--- src/rtl/output_port_credit_arbiter.sv ---
// output_port_credit_arbiter: per-channel FIFOs with credit flow control, merged by a round-robin arbiter
// onto one registered packet stream.
module output_port_credit_arbiter #(
    parameter int NUM_OUT_PORTS   = 8,
    parameter int PORT_SEL_BITS   = 3,
    parameter int NUM_LEAF_BITS   = 6,
    parameter int NUM_PORT_BITS   = 4,
    parameter int NUM_ADDR_BITS   = 7,
    parameter int PAYLOAD_BITS    = 64,
    parameter int FIFO_DEPTH_BITS = 2
) (
    input  logic                                                              clk_bft,
    input  logic                                                              reset,
    input  logic                                                              cfg_wr_en,
    input  logic [PORT_SEL_BITS-1:0]                                          cfg_port,
    input  logic                                                              cfg_enable,
    input  logic [NUM_LEAF_BITS-1:0]                                          cfg_dst_leaf,
    input  logic [NUM_PORT_BITS-1:0]                                          cfg_dst_port,
    input  logic [NUM_ADDR_BITS:0]                                            cfg_credit,
    input  logic [PAYLOAD_BITS*NUM_OUT_PORTS-1:0]                             din_leaf_user2interface,
    input  logic [NUM_OUT_PORTS-1:0]                                          vld_user2b_out,
    output logic [NUM_OUT_PORTS-1:0]                                          ack_b_out2user,
    input  logic                                                              credit_ret_vld,
    input  logic [PORT_SEL_BITS-1:0]                                          credit_ret_port,
    input  logic [NUM_ADDR_BITS:0]                                            credit_ret_cnt,
    output logic [NUM_LEAF_BITS+NUM_PORT_BITS+NUM_ADDR_BITS+PAYLOAD_BITS-1:0] pkt_out,
    output logic                                                              pkt_vld,
    input  logic                                                              pkt_rdy,
    output logic [NUM_OUT_PORTS-1:0]                                          empty,
    output logic [NUM_OUT_PORTS-1:0]                                          credit_zero
);
    localparam int N        = NUM_OUT_PORTS;
    localparam int FB       = FIFO_DEPTH_BITS;
    localparam int AB       = NUM_ADDR_BITS;
    localparam int PKT_BITS = NUM_LEAF_BITS + NUM_PORT_BITS + NUM_ADDR_BITS + PAYLOAD_BITS;
    localparam logic [AB+1:0] CMAX = {2'b01, {AB{1'b0}}};

    logic [PAYLOAD_BITS-1:0]  mem_q [N][2**FB];
    logic [FB-1:0]            wp_q [N];
    logic [FB-1:0]            rp_q [N];
    logic [FB:0]              cnt_q [N];
    logic [FB:0]              cnt_d [N];
    logic [N-1:0]             en_q;
    logic [NUM_LEAF_BITS-1:0] leaf_q [N];
    logic [NUM_PORT_BITS-1:0] port_q [N];
    logic [AB-1:0]            addr_q [N];
    logic [AB-1:0]            addr_d [N];
    logic [AB:0]              cred_q [N];
    logic [AB:0]              cred_d [N];
    logic [AB+1:0]            sum;
    logic [PORT_SEL_BITS-1:0] rr_q, rr_d, g, idx;
    logic [PKT_BITS-1:0]      pkt_q, pkt_d;
    logic                     vld_q, vld_d, load, found;
    logic [N-1:0]             full, wr, elig, pop, cfg_hit, ret_hit;

    always_comb begin
        for (int i = 0; i < N; i++) begin
            full[i]        = cnt_q[i][FB];
            empty[i]       = cnt_q[i] == '0;
            credit_zero[i] = cred_q[i] == '0;
            wr[i]          = vld_user2b_out[i] && !full[i];
            elig[i]        = en_q[i] && !empty[i] && !credit_zero[i];
            cfg_hit[i]     = cfg_wr_en && cfg_port == PORT_SEL_BITS'(i);
            ret_hit[i]     = credit_ret_vld && credit_ret_port == PORT_SEL_BITS'(i);
        end
    end

    // Round-robin search starts just after the last granted channel.
    always_comb begin
        found = 1'b0;
        g     = rr_q;
        idx   = rr_q;
        for (int k = 1; k <= N; k++) begin
            idx = PORT_SEL_BITS'((int'(rr_q) + k) % N);
            if (!found && elig[idx]) begin
                found = 1'b1;
                g     = idx;
            end
        end
        load  = !vld_q || pkt_rdy;
        pop   = (load && found) ? N'(1) << g : '0;
        pkt_d = (load && found) ? {leaf_q[g], port_q[g], addr_q[g], mem_q[g][rp_q[g]]} : pkt_q;
        vld_d = load ? found : vld_q;
        rr_d  = (load && found) ? g : rr_q;
    end

    // A config write wins over a same-cycle grant decrement or credit return.
    always_comb begin
        sum = '0;
        for (int i = 0; i < N; i++) begin
            sum       = {1'b0, cred_q[i]} - {{(AB + 1){1'b0}}, pop[i]} + (ret_hit[i] ? {1'b0, credit_ret_cnt} : '0);
            cred_d[i] = cfg_hit[i] ? cfg_credit : (sum > CMAX ? CMAX[AB:0] : sum[AB:0]);
            addr_d[i] = cfg_hit[i] ? '0 : addr_q[i] + AB'(pop[i]);
            cnt_d[i]  = cnt_q[i] + (FB + 1)'(wr[i]) - (FB + 1)'(pop[i]);
        end
    end

    always_ff @(posedge clk_bft or negedge reset) begin
        if (!reset) begin
            for (int i = 0; i < N; i++) begin
                wp_q[i]   <= '0;
                rp_q[i]   <= '0;
                cnt_q[i]  <= '0;
                leaf_q[i] <= '0;
                port_q[i] <= '0;
                addr_q[i] <= '0;
                cred_q[i] <= '0;
            end
            en_q  <= '0;
            rr_q  <= '0;
            pkt_q <= '0;
            vld_q <= 1'b0;
        end else begin
            for (int i = 0; i < N; i++) begin
                if (wr[i])  wp_q[i] <= wp_q[i] + FB'(1);
                if (pop[i]) rp_q[i] <= rp_q[i] + FB'(1);
                cnt_q[i]  <= cnt_d[i];
                addr_q[i] <= addr_d[i];
                cred_q[i] <= cred_d[i];
                if (cfg_hit[i]) begin
                    en_q[i]   <= cfg_enable;
                    leaf_q[i] <= cfg_dst_leaf;
                    port_q[i] <= cfg_dst_port;
                end
            end
            rr_q  <= rr_d;
            pkt_q <= pkt_d;
            vld_q <= vld_d;
        end
    end

    always_ff @(posedge clk_bft) begin
        for (int i = 0; i < N; i++)
            if (wr[i]) mem_q[i][wp_q[i]] <= din_leaf_user2interface[PAYLOAD_BITS*i +: PAYLOAD_BITS];
    end

    assign ack_b_out2user = ~full;
    assign pkt_out        = pkt_q;
    assign pkt_vld        = vld_q;
endmodule

--- config.mk ---
export PLATFORM = sky130hd
export DESIGN_NAME = output_port_credit_arbiter
export DESIGN_NICKNAME = d
export VERILOG_FILES = /design/src/rtl/output_port_credit_arbiter.sv
export SDC_FILE = /design/constraint.sdc
export NUM_CORES = 2
export LEC_CHECK = 0
export ABC_AREA = 0
export CAP_MARGIN = 15
export CORE_UTILIZATION = 30
export DETAILED_ROUTE_END_ITERATION = 10
export HOLD_SLACK_MARGIN = 0.03
export PLACE_DENSITY = 0.53
export SKIP_LAST_GASP = 1
export SYNTH_ARGS = -nofsm -noshare
export SYNTH_HDL_FRONTEND = slang
export SYNTH_SLANG_ARGS = --single-unit
--- constraint.sdc ---
create_clock -name clk_bft -period 7.7 [get_ports clk_bft]
set_input_delay 1.54 -clock clk_bft [delete_from_list [all_inputs] [get_ports clk_bft]]
set_output_delay 1.54 -clock clk_bft [all_outputs]
set_load 0.02 [all_outputs]
# Yosys cells after proc, flatten, opt, wreduce, memory -nomap -nowiden
# Memory sizes are Yosys's and may differ from the RTL's.
# Index checks and enable logic that the tools add are counted.
[word_totals] reg_bits=349 ram_bits=2048 inputBits=558 wordCells=411 mem_count=1
[mem_list] name="mem_q" depth=8 word_bits=256 rd=1 rd_ports_with_merged_regs=0 write_ports=8 line="38" source="logic [PAYLOAD_BITS-1:0] mem_q [N][2**FB];"
[classes] add_sub_neg=64 magnitude_cmp=34 eq_ne=14 shifts=1 n_mux=112 n_bitwise=11 reduce_logical=107
[ops] op="$mux 256" n=8
[ops] op="$demux 64 s2" n=8
[ops] op="$mux 64" n=10
[ops] op="$mux 8" n=25
[ops] op="$bmux 64 s2" n=1
[ops] op="$add 9x8->9" n=8
[ops] op="$gt 9x8->1 const B" n=8
[ops] op="$sub 8x1->9" n=8
[ops] op="$mux 7" n=10
[ops] op="$logic_not 8->1" n=8
[ops] op="$add 7x1->7" n=8
[ops] op="$logic_and 1x1->1" n=56
[ops] op="$add 2x1->2 const B" n=16
[ops] op="$logic_not 1->1" n=32
[ops] op="$lt 3x4->1 const B" n=8
[ops] op="$logic_not 3->1" n=10
[ops] op="$ge 3x3->1 const B" n=9
[ops] op="$not 2->3" n=9
[ops] op="$add 3x1->3" n=8
[ops] op="$bmux 1 s3" n=8
[ops] op="$eq 3x3->1 const B" n=8
[ops] op="$lt 3x1->1 const B" n=8
[ops] op="$mux 1" n=24
[ops] op="$mux 3" n=8
[ops] op="18 further kinds" n=37

# Longest topological paths before layout
[depth] word_depth=36 depth_mapped=33 ltp_nobuf=28

# Worst setup path after synthesis
# OpenSTA, ideal clock, no wires.
[synth_timing] path_type="register to register" startpoint="reg cred_q[21] (netlist bit)" endpoint="reg cred_q[33] (netlist bit)" arrival_ns=7.162 setup_slack_ns=0.455 stages_incl_launch_ff=28 period_less_slack_ns=7.245 path_cell_list="dfrtp_1 > or4_1 > o211a_1 > mux4_2 > mux2_4 > or4b_4 > or2_4 > o211ai_4 > xnor2_2 > buf_2 > buf_2 > buf_2 > a21oi_1 > and2_1 > nand2_1 > nand2_1 > ha_1 > inv_1 > fa_1 > inv_1 > a21oi_1 > o21bai_1 > xor2_1 > or4b_2 > or4_1 > a211oi_1 > inv_1 > o21ai_0"
[synth_rtl] element="from (decl)" line="48" source="logic [AB:0] cred_q [N];"
[synth_rtl] element="from (signal, indexed assignment)" line="119" source="cred_q[i] <= cred_d[i];"

==> impl_results.md <==
* Status: finished, final reports clean
* Hold Path Depth at 1
* Synth cell types at 62
* CTS tree: yes
* Final Hold Violating Endpoints at 0
* Largest family of logic cells by synthesized area: multiplexers
* Pin count of the biggest net entering global routing at 152
* Tightest Hold Check Type: register to register
* GRT Overall Usage at 21.71%
* Yosys warns at 0
* Antenna viol nets, final at 0
* Final setup TNS at 0 ns
* Synth Instances at 5754
* Xor/xnor cell area share of the yosys netlist at 1.434%
* DRC at 0
* Vias in the first global route at 59310
* DP HPWL at 219.7 mm
* Commonest non-fill, non-tap cell in the layout: edfxtp_1
* Initial Util at 30.17%
* CTS Root Cell: clkbuf_16
* Die H at 575.8 um
* Routed WL at 367.9 mm
* Reg clk slew, reported paths at 0.05 ns
* Max-cap violation count at 0
* Reg2reg setup slack at 0.51 ns
* Core area at 327400 um2
* Placer Congestion at 0.8377
* Hold Slack at 0.4661 ns
* Crit path DAT at 7.94 ns
* Max Root-Sink Buffers at 4
* Critical Path Source Type: register
* Mux contribution to synthesized area at 14.44%
* Global-route wire length before repair at 497.7 mm
* Crit-path max FO at 8
* CTS Buf Count at 275
* Post-synthesis simple-gate area fraction at 3.424%
* Clock Skew at 0.08777 ns
* Fmax at 0.1392 GHz
* Sequential Area at 70230 um2
* Kind of critical path: register to register
* Share of layout cells above drive strength 1 at 14.73%
* Worst hold endpoint: rp_q[13]
* Asr flop ratio synth at 14.56%
* Placed Cells at 10610
* Fin nets at 7285
* Final period util at 93.33%
* Io pins at 664
* WL/cell at 32.93 um
* Yosys reg bits at 2397
* Post_cts resized at 0
* WP data required at 8.46 ns
* Tmin final at 7.187 ns
* Sequential area share after synthesis at 71.11%
* # fillers at 30670
* Syn avg cell area at 17.16 um2
* # rows at 210
* Crit-path most repeated cell: inv_1
* Compound-Gate Fraction of Synth Area at 4.749%
* Via count at 58740
* Die W at 575.8 um
* Adder-cell share of the synthesized area at 2.478%
* Slew @ Worst Pin at 1.199 ns
* Largest stage delay on the critical path at 0.66 ns
* Syn nets at 6498
* Overflow after GRT at 0
* Slowest CP cell: nor4_1
* R2r startpoint: cred_q[52]
* Clk Latency, worst-skew pair at 0.92 ns
* Synth-to-layout area growth at 21.73%
* # port buffers at 663
* Starting DRC count in detailed routing at 6358
* Via density at 5.258
* Commonest non-fill, non-tap cells in the layout: edfxtp_1 (2048), mux2i_1 (674), clkdlybuf4s50_1 (662), dfrtp_1 (349), nand2_1 (318)
* Hold path startpoint: rp_q[13]
* Post-synthesis instance area at 98760 um2
* Die area at 331500 um2
* Synth top area share at 62.27%
* # clock sinks at 2397
* Postcts setup bufs at 0
* RR Endpoint: cred_q[1]
* Top_reg_cell synth: edfxtp_1
* EDFF count, synth at 2048
* H-tree levels at 5
* Largest area contributor in the netlist: edfxtp_1
* Initial antenna violation count at 185
* Number of non-filler instances in the completed layout at 11170
* CP Capture Type: register
* Unrepaired setup endpoints after global routing: false
* Reg2reg path depth at 25
* Drt pass-1 iters at 6
* Slew Limit Fails at 0
* Final setup fails at 0
* Multi-input gate area at 26430 um2
* Largest cells by area after synthesis: edfxtp_1 (62%), dfrtp_1 (8.8%), mux2i_1 (6.9%), mux4_2 (6.6%), ha_1 (2.2%)
* Rel. slew slack at 20.08%
* CTS Hold Buffers Added at 0
-- registers in the layout (all words and copies together) (netlist names), 3 cells and up --
| signal | cells |
|---|---|
| mem_q | 2048 |
| pkt_out | 81 |
| cred_q | 64 |
| addr_q | 56 |
| leaf_q | 48 |
| port_q | 32 |
| cnt_q | 24 |
| rp_q | 16 |
| wp_q | 16 |
| en_q | 8 |
| rr_q | 3 |
-- layer usage --
metal / share of wire (%) / wire length, um / global-route usage, % / vias up
met5: 0.26 / 945 / 0 / -
met4: 3.1 / 11550 / 6.896 / 146
met3: 9.0 / 33050 / 5.755 / 695
met2: 47 / 172100 / 34.98 / 2740
met1: 41 / 150200 / 28.49 / 30960
li1: - / - / - / 24200
-- critical path, delay by kind of cell, from the launching register on --
| kind | cells | cell delay [ns] |
|---|---|---|
| compound gates | 5 | 0.88 |
| xor+xnor | 1 | 0.11 |
| fa+ha+maj | 2 | 0.57 |
| buf+inv | 4 | 0.37 |
| flops | 1 | 0.39 |
| mux | 2 | 0.88 |
| simple gates | 11 | 3.89 |
-- final cells by class --
class,instances,share of cell area (%)
Timing Repair Buffer,816,6.812
Clock buffer,369,6.260
Clock inverter,130,1.057
Antenna cell,62,0.1290
Inverter,264,0.8242
Multi-Input combinational cell,2787,21.98
Sequential cell,2397,58.42
Tap cell,4346,4.523
-- synth_stat cells (42+ instances only) --
master,number
clkbuf_1,154
nand3_1,88
o22ai_1,130
buf_2,99
dfrtp_1,349
o21ai_0,50
and2_1,42
nor2_1,181
ha_1,170
mux4_2,288
a22o_1,50
xnor2_1,120
nand2_1,322
a31oi_1,67
mux2_2,88
edfxtp_1,2048
mux2i_1,676
o221ai_1,192
inv_1,263
a21oi_1,63
-- cells by family (layout without fill, tap and decap cells) --
| family | count (synthesis) | after routing |
|---|---|---|
| muxes | 1053 | 1053 |
| adders and majority gates | 186 | 186 |
| other | 0 | 62 |
| DFF | 2397 | 2397 |
| xor gates and xnor gates | 160 | 160 |
| and+or+nand+nor | 740 | 740 |
| AOI/OAI and AO/OA | 648 | 648 |
| buffers and inverters | 570 | 1579 |
-- through the flow --
step	cell area (um2)	setup WS (ns)	util (%)
6_report	120200	0.5135	36.72
2_1_floorplan	98760	0.4554	-
4_1_cts	120100	0.3621	36.67
3_5_place_dp	111300	0.4237	33.99
3_3_place_gp	111300	0.4430	33.99
5_1_grt	120100	0.09277	36.70
-- how the worst max path moves through the flow --
stage	to	depth (start not counted)	startpoint	slack, ns
2_1_floorplan	cred_q[33]	27	cred_q[21]	0.46
3_3_place_gp	cred_q[25]	22	cred_q[53]	0.44
3_5_place_dp	cred_q[25]	22	cred_q[52]	0.42
4_1_cts	cred_q[25]	22	cred_q[52]	0.36
5_1_grt	cred_q[17]	25	cred_q[53]	0.09
6_report	cred_q[1]	25	cred_q[52]	0.51
Power is not shown: default switching activity piles up to over one toggle a cycle in this logic, so the estimate is an artifact.
